[src/rtl/pipelined_cla_adder.sv]
// Two-stage pipelined carry-lookahead adder/subtractor.
// Stage 1 captures per-bit propagate/generate and per-group (4-bit) P/G.
// Stage 2 resolves group carries with a flattened second-level lookahead,
// expands them into bit carries inside each group, and registers the
// result with its status flags. A valid/ready chain provides backpressure.
module pipelined_cla_adder #(
  parameter int WIDTH = 32
) (
  input  logic             clk,
  input  logic             rst_n,
  input  logic             in_valid,
  output logic             in_ready,
  input  logic [WIDTH-1:0] a,
  input  logic [WIDTH-1:0] b,
  input  logic [1:0]       op,
  input  logic             cin,
  output logic             out_valid,
  input  logic             out_ready,
  output logic [WIDTH-1:0] sum,
  output logic             carry,
  output logic             overflow,
  output logic             zero,
  output logic             negative
);

  localparam int NG = WIDTH / 4;

  generate
    if ((WIDTH % 4) != 0 || WIDTH < 4) begin : g_bad_width
      $error("pipelined_cla_adder: WIDTH must be a multiple of 4 and at least 4");
    end
  endgenerate

  // op encoding: 00 ADD, 01 SUB, 10 ADC, 11 SBB. op[0] selects inversion of b.
  logic [WIDTH-1:0] w_bx;
  logic             w_c0;
  logic [WIDTH-1:0] w_p;
  logic [WIDTH-1:0] w_g;
  logic [NG-1:0]    w_pg;
  logic [NG-1:0]    w_gg;

  logic             w_s1_adv;
  logic             w_s2_adv;

  logic             r_s1_valid;
  logic [WIDTH-1:0] r_s1_p;
  logic [WIDTH-1:0] r_s1_g;
  logic [NG-1:0]    r_s1_pg;
  logic [NG-1:0]    r_s1_gg;
  logic             r_s1_c0;
  logic             r_s1_a_msb;
  logic             r_s1_bx_msb;

  logic [NG:0]      w_gc;
  logic [WIDTH-1:0] w_bc;
  logic [WIDTH-1:0] w_sum;
  logic             w_ovf;
  logic [NG-1:0]    w_g_top;
  logic             w_unused;

  logic             r_s2_valid;
  logic [WIDTH-1:0] r_sum;
  logic             r_carry;
  logic             r_ovf;
  logic             r_zero;
  logic             r_neg;

  // Ready chain: a stage may advance when the stage after it is empty or moving.
  assign w_s2_adv = !r_s2_valid || out_ready;
  assign w_s1_adv = !r_s1_valid || w_s2_adv;
  assign in_ready = w_s1_adv;

  // Operand preparation: subtraction is a + ~b + c0, with c0 = 1 for plain SUB.
  always_comb begin
    w_bx = op[0] ? ~b : b;
    w_c0 = op[1] ? cin : op[0];
  end

  assign w_p = a ^ w_bx;
  assign w_g = a & w_bx;

  // First-level group propagate/generate for each 4-bit group.
  always_comb begin
    w_pg = '0;
    w_gg = '0;
    for (int k = 0; k < NG; k++) begin
      w_pg[k] = &w_p[4*k +: 4];
      w_gg[k] = w_g[4*k+3]
              | (w_p[4*k+3] & w_g[4*k+2])
              | (w_p[4*k+3] & w_p[4*k+2] & w_g[4*k+1])
              | (w_p[4*k+3] & w_p[4*k+2] & w_p[4*k+1] & w_g[4*k]);
    end
  end

  // Stage 1 register; data only captures on an accepted beat so op/cin are
  // sampled exclusively at acceptance. The operands themselves are fully
  // represented by P/G plus the two sign bits needed for overflow.
  always_ff @(posedge clk or negedge rst_n) begin
    if (!rst_n) begin
      r_s1_valid  <= 1'b0;
      r_s1_p      <= '0;
      r_s1_g      <= '0;
      r_s1_pg     <= '0;
      r_s1_gg     <= '0;
      r_s1_c0     <= 1'b0;
      r_s1_a_msb  <= 1'b0;
      r_s1_bx_msb <= 1'b0;
    end else if (w_s1_adv) begin
      r_s1_valid <= in_valid;
      if (in_valid) begin
        r_s1_p      <= w_p;
        r_s1_g      <= w_g;
        r_s1_pg     <= w_pg;
        r_s1_gg     <= w_gg;
        r_s1_c0     <= w_c0;
        r_s1_a_msb  <= a[WIDTH-1];
        r_s1_bx_msb <= w_bx[WIDTH-1];
      end
    end
  end

  // Second-level lookahead: every group carry is a flat sum of products of
  // group G/P terms and c0, so there is no carry ripple between groups.
  always_comb begin
    logic v_acc;
    logic v_pp;
    v_acc   = 1'b0;
    v_pp    = 1'b1;
    w_gc    = '0;
    w_gc[0] = r_s1_c0;
    for (int k = 0; k < NG; k++) begin
      v_acc = 1'b0;
      v_pp  = 1'b1;
      for (int j = k; j >= 0; j--) begin
        v_acc = v_acc | (v_pp & r_s1_gg[j]);
        v_pp  = v_pp & r_s1_pg[j];
      end
      w_gc[k+1] = v_acc | (v_pp & r_s1_c0);
    end
  end

  // In-group 4-bit lookahead from each group's carry-in.
  always_comb begin
    logic v_acc;
    logic v_pp;
    v_acc = 1'b0;
    v_pp  = 1'b1;
    w_bc  = '0;
    for (int k = 0; k < NG; k++) begin
      for (int i = 0; i < 4; i++) begin
        v_acc = 1'b0;
        v_pp  = 1'b1;
        for (int j = i - 1; j >= 0; j--) begin
          v_acc = v_acc | (v_pp & r_s1_g[4*k+j]);
          v_pp  = v_pp & r_s1_p[4*k+j];
        end
        w_bc[4*k+i] = v_acc | (v_pp & w_gc[k]);
      end
    end
  end

  // The top generate bit of each group is already folded into its group G.
  always_comb begin
    w_g_top = '0;
    for (int k = 0; k < NG; k++) begin
      w_g_top[k] = r_s1_g[4*k+3];
    end
  end
  assign w_unused = ^w_g_top;

  assign w_sum = r_s1_p ^ w_bc;
  assign w_ovf = (r_s1_a_msb == r_s1_bx_msb) && (w_sum[WIDTH-1] != r_s1_a_msb);

  // Stage 2 register; holds the presented result steady while stalled.
  always_ff @(posedge clk or negedge rst_n) begin
    if (!rst_n) begin
      r_s2_valid <= 1'b0;
      r_sum      <= '0;
      r_carry    <= 1'b0;
      r_ovf      <= 1'b0;
      r_zero     <= 1'b0;
      r_neg      <= 1'b0;
    end else if (w_s2_adv) begin
      r_s2_valid <= r_s1_valid;
      if (r_s1_valid) begin
        r_sum   <= w_sum;
        r_carry <= w_gc[NG];
        r_ovf   <= w_ovf;
        r_zero  <= (w_sum == '0);
        r_neg   <= w_sum[WIDTH-1];
      end
    end
  end

  assign out_valid = r_s2_valid;
  assign sum       = r_sum;
  assign carry     = r_carry;
  assign overflow  = r_ovf;
  assign zero      = r_zero;
  assign negative  = r_neg;

endmodule
[config.mk]
export PLATFORM = sky130hd
export DESIGN_NAME = pipelined_cla_adder
export DESIGN_NICKNAME = d
export VERILOG_FILES = /design/src/rtl/pipelined_cla_adder.sv
export SDC_FILE = /design/constraint.sdc
export NUM_CORES = 1
export LEC_CHECK = 0
export ABC_AREA = 1
export BUFFER_PORTS_ARGS = -buffer_cell sky130_fd_sc_hd__buf_2
export CAP_MARGIN = 20
export CELL_PAD_IN_SITES_DETAIL_PLACEMENT = 1
export CELL_PAD_IN_SITES_GLOBAL_PLACEMENT = 2
export CORE_ASPECT_RATIO = 1.75
export CORE_MARGIN = 2
export CORE_UTILIZATION = 35
export CTS_CLUSTER_SIZE = 24
export DETAILED_ROUTE_END_ITERATION = 6
export GPL_TIMING_DRIVEN = 0
export HOLD_SLACK_MARGIN = 0.02
export PLACE_DENSITY = 0.93
export SKIP_CTS_REPAIR_TIMING = 1
export SLEW_MARGIN = 25
export SYNTH_ARGS = -nofsm -noshare
export SYNTH_HDL_FRONTEND = slang
export SYNTH_SLANG_ARGS = --single-unit
[constraint.sdc]
create_clock -name clk -period 3.8 [get_ports clk]
set_input_delay 0.57 -clock clk [delete_from_list [all_inputs] [get_ports clk]]
set_output_delay 0.57 -clock clk [all_outputs]
set_load 0.01 [all_outputs]
==> impl_metrics.env <==
export IMPL_status="finished, final reports clean"
export IMPL_clk_pin_slew_worst_paths_ns=0.09
export IMPL_cts_root_buf="clkbuf_16"
export IMPL_p_leak_nw=3.78
export IMPL_synthArstFlopShare=1.00
export IMPL_core_area_um2=16900
export IMPL_drive_gt1_frac=0.172
export IMPL_viasPerCell=5.03
export IMPL_finalSetupViolations=0
export IMPL_netlist_instances=740
export IMPL_fin_skew_ns=0.0131
export IMPL_synth_area_top_cells="dfrtp_1 (46%), nand2_1 (14%), ha_1 (8.3%)"
export IMPL_io_pins=109
export IMPL_fin_nets=970
export IMPL_crit_chain="a21oi_1 > nand3_1 > nor2_1 > nand2_2 > ha_1 > nor2_1 > xor2_1 > nand2_1 > nor2_1 > nand4_1 > nor2_1 > nand3_1 > nor2_1 > nand3_1 > nand2_1"
export IMPL_post_route_cell_area_um2=7220
export IMPL_maxCapViolCount=0
export IMPL_grt_max_degree=73
export IMPL_seq_area_frac_synth=0.462
export IMPL_yosysMostFrequentCell="nand2_1"
export IMPL_power_density_nw_per_um2=559
export IMPL_first_global_vias=5858
export IMPL_worstPathRequired_ns=4.10
export IMPL_dp_hpwl_um=15200
export IMPL_post_route_period_util=0.660
export IMPL_crit_path_max_fanout=6
export IMPL_tightest_slew_ns=0.778
export IMPL_maxSlewViolCount=0
export IMPL_drc=0
export IMPL_dieArea_um2=18400
export IMPL_grt_remaining_overflow=0
export IMPL_ys_types=32
export IMPL_synthesis_area_um2=6060
export IMPL_grt_antenna_before_repair=0
export IMPL_post_drt_wl_per_cell_um=17.3
export IMPL_synth_avg_cell_area_um2=8.20
export IMPL_antenna_cells=0
export IMPL_critPathKind="reg -> reg"
export IMPL_grt_pass1_wl_um=30400
export IMPL_yosysWarningCount=0
export IMPL_synth_seq_cells=112
export IMPL_port_buffers=107
export IMPL_slowest_stage="dfrtp_1"
export IMPL_rsz0062_at_grt="false"
export IMPL_place_congestion=0.926
export IMPL_place_area_um2=6920
export IMPL_drt_wl_total_um=18900
export IMPL_area_growth_pct=19.0
export IMPL_initial_utilization=0.358
export IMPL_start_kind="flop"
export IMPL_cts_sinks=112
export IMPL_synth_fp_nets=851
export IMPL_setup_tns_ns=0
export IMPL_grt_util_all_layers=0.215
export IMPL_hold_violations=0
export IMPL_chipWidth_um=104
export IMPL_via_count=5483
export IMPL_post_route_min_period_ns=2.51
export IMPL_cp_common_cell="nor2_1"
export IMPL_vdd_ir_drop_max_mv=0.219
export IMPL_antenna_left=0
export IMPL_synthFlopType="dfrtp_1"
export IMPL_cts_buffers=9
export IMPL_worst_skew_pair_late_latency_ns=0.36
export IMPL_fmax_mhz=399
export IMPL_crit_arrival_ns=2.81
export IMPL_cts_htree_levels=3
export IMPL_yosys_top_cells_count="nand2_1 (232), dfrtp_1 (112), o21ai_0 (61)"
export IMPL_power_mw=4.03
export IMPL_synth_edf_count=0
export IMPL_nFillCells=2138
export IMPL_drtPass1Iterations=4
export IMPL_drtIter0Drc=174
export IMPL_hp_class="in -> async"
export IMPL_tritoncts="done"
export IMPL_cts_path_max_buffers=2
export IMPL_die_h_um=178
export IMPL_synth_top_cell_area_share=0.462
export IMPL_rows=63
export IMPL_cpPeakStageDelay_ns=0.47
export IMPL_relSlewSlack=0.481
export IMPL_end_kind="flop"
export IMPL_yosysTopAreaCell="dfrtp_1"
-- layout make-up --
class	count	area [um2]	share of cell area
clock inverter	7	75.1	0.0104
sequential	112	2800	0.388
clock buffer	9	225	0.0312
timing repair buffer	108	569	0.0789
multi-input combinational	541	2920	0.404
tap	227	284	0.0393
inverter	60	225	0.0312
buffer	27	120	0.0166
-- routing by layer --
layer | vias up | GRT usage | share of wire
li1 | 2669 | - | -
met3 | 56 | 0.0325 | 0.036
met2 | 127 | 0.403 | 0.54
met4 | 0 | 0.115 | 0.049
met1 | 2631 | 0.233 | 0.38
met5 | - | 0 | 0
-- critical path, delay by kind of cell (launching register included) --
| kind | cells | cell delay (ns) |
|---|---|---|
| simple gates | 12 | 1.33 |
| compound gates | 1 | 0.18 |
| fa+ha+maj | 1 | 0.19 |
| flops | 1 | 0.47 |
| xor+xnor | 1 | 0.28 |
-- final timing paths --
path,start,endpoint,slack [ns],depth (start not counted)
setup / recovery,r_s1_pg[6]$_DFFE_PN0P_,zero$_DFFE_PN0P_,1.29,15
setup reg to reg,r_s1_pg[6]$_DFFE_PN0P_,zero$_DFFE_PN0P_,1.29,15
min in group clk,a[31],r_s1_a_msb$_DFFE_PN0P_,0.44,3
max in group asynchronous,rst_n,zero$_DFFE_PN0P_,2.99,2
hold reg to reg,sum[0]$_DFFE_PN0P_,sum[0]$_DFFE_PN0P_,0.48,2
hold / removal,rst_n,r_s1_gg[2]$_DFFE_PN0P_,0.12,1
-- cells by family (layout without fill, tap and decap cells) --
| group | count (synthesis) | in the layout | synth area share |
|---|---|---|---|
| AND/OR/NAND/NOR | 342 | 342 | 0.229 |
| AO/OA/AOI/OAI | 121 | 121 | 0.114 |
| flip-flops | 112 | 112 | 0.462 |
| buffers and inverters | 87 | 211 | 0.0569 |
| adder cells (fa/ha/maj) | 40 | 40 | 0.0825 |
| XOR/XNOR | 38 | 38 | 0.0549 |
-- stage by stage --
| step | utilization | setup WS (ns) | instances | hold slack, ns |
|---|---|---|---|---|
| finish | 0.426 | 1.29 | 1091 | 0.115 |
| CTS | 0.426 | 1.28 | 1091 | 0.122 |
| global route | 0.426 | 1.01 | 1091 | 0.136 |
| detailed placement | 0.408 | 1.30 | 1075 | 0.462 |
| floorplan | - | 1.79 | 740 | 0.274 |
| global placement | 0.406 | 0.759 | 1074 | 0.463 |
-- power breakdown --
| group | total [mW] | internal [mW] | switching (mW) |
|---|---|---|---|
| Combinational | 1.36 | 0.507 | 0.852 |
| Sequential | 1.71 | 1.49 | 0.218 |
| Clock | 0.961 | 0.467 | 0.495 |
| Total | 4.03 | 2.47 | 1.56 |
-- registers in the layout, indices dropped and copies added (netlist names), 8 cells and up --
register  flops
r_s1_g       24
r_s1_p       32
r_s1_pg       8
r_s1_gg       8
sum          31
-- cell usage in the layout (no fill, tap or decap), types with 3 or more instances in the layout --
| master | count |
|---|---|
| buf_2 | 118 |
| a21oi_1 | 17 |
| nand2_1 | 232 |
| clkbuf_16 | 9 |
| clkbuf_1 | 13 |
| nor2_1 | 48 |
| o21ai_0 | 61 |
| dfrtp_1 | 112 |
| o21bai_1 | 3 |
| a22oi_1 | 3 |
| a31oi_1 | 22 |
| a221oi_1 | 6 |
| o22ai_1 | 3 |
| nand2_2 | 6 |
| nand4_1 | 4 |
| nand3_1 | 46 |
| ha_1 | 40 |
| inv_1 | 59 |
| xor2_1 | 37 |
Note: power is estimated with default switching activity, not from simulation.
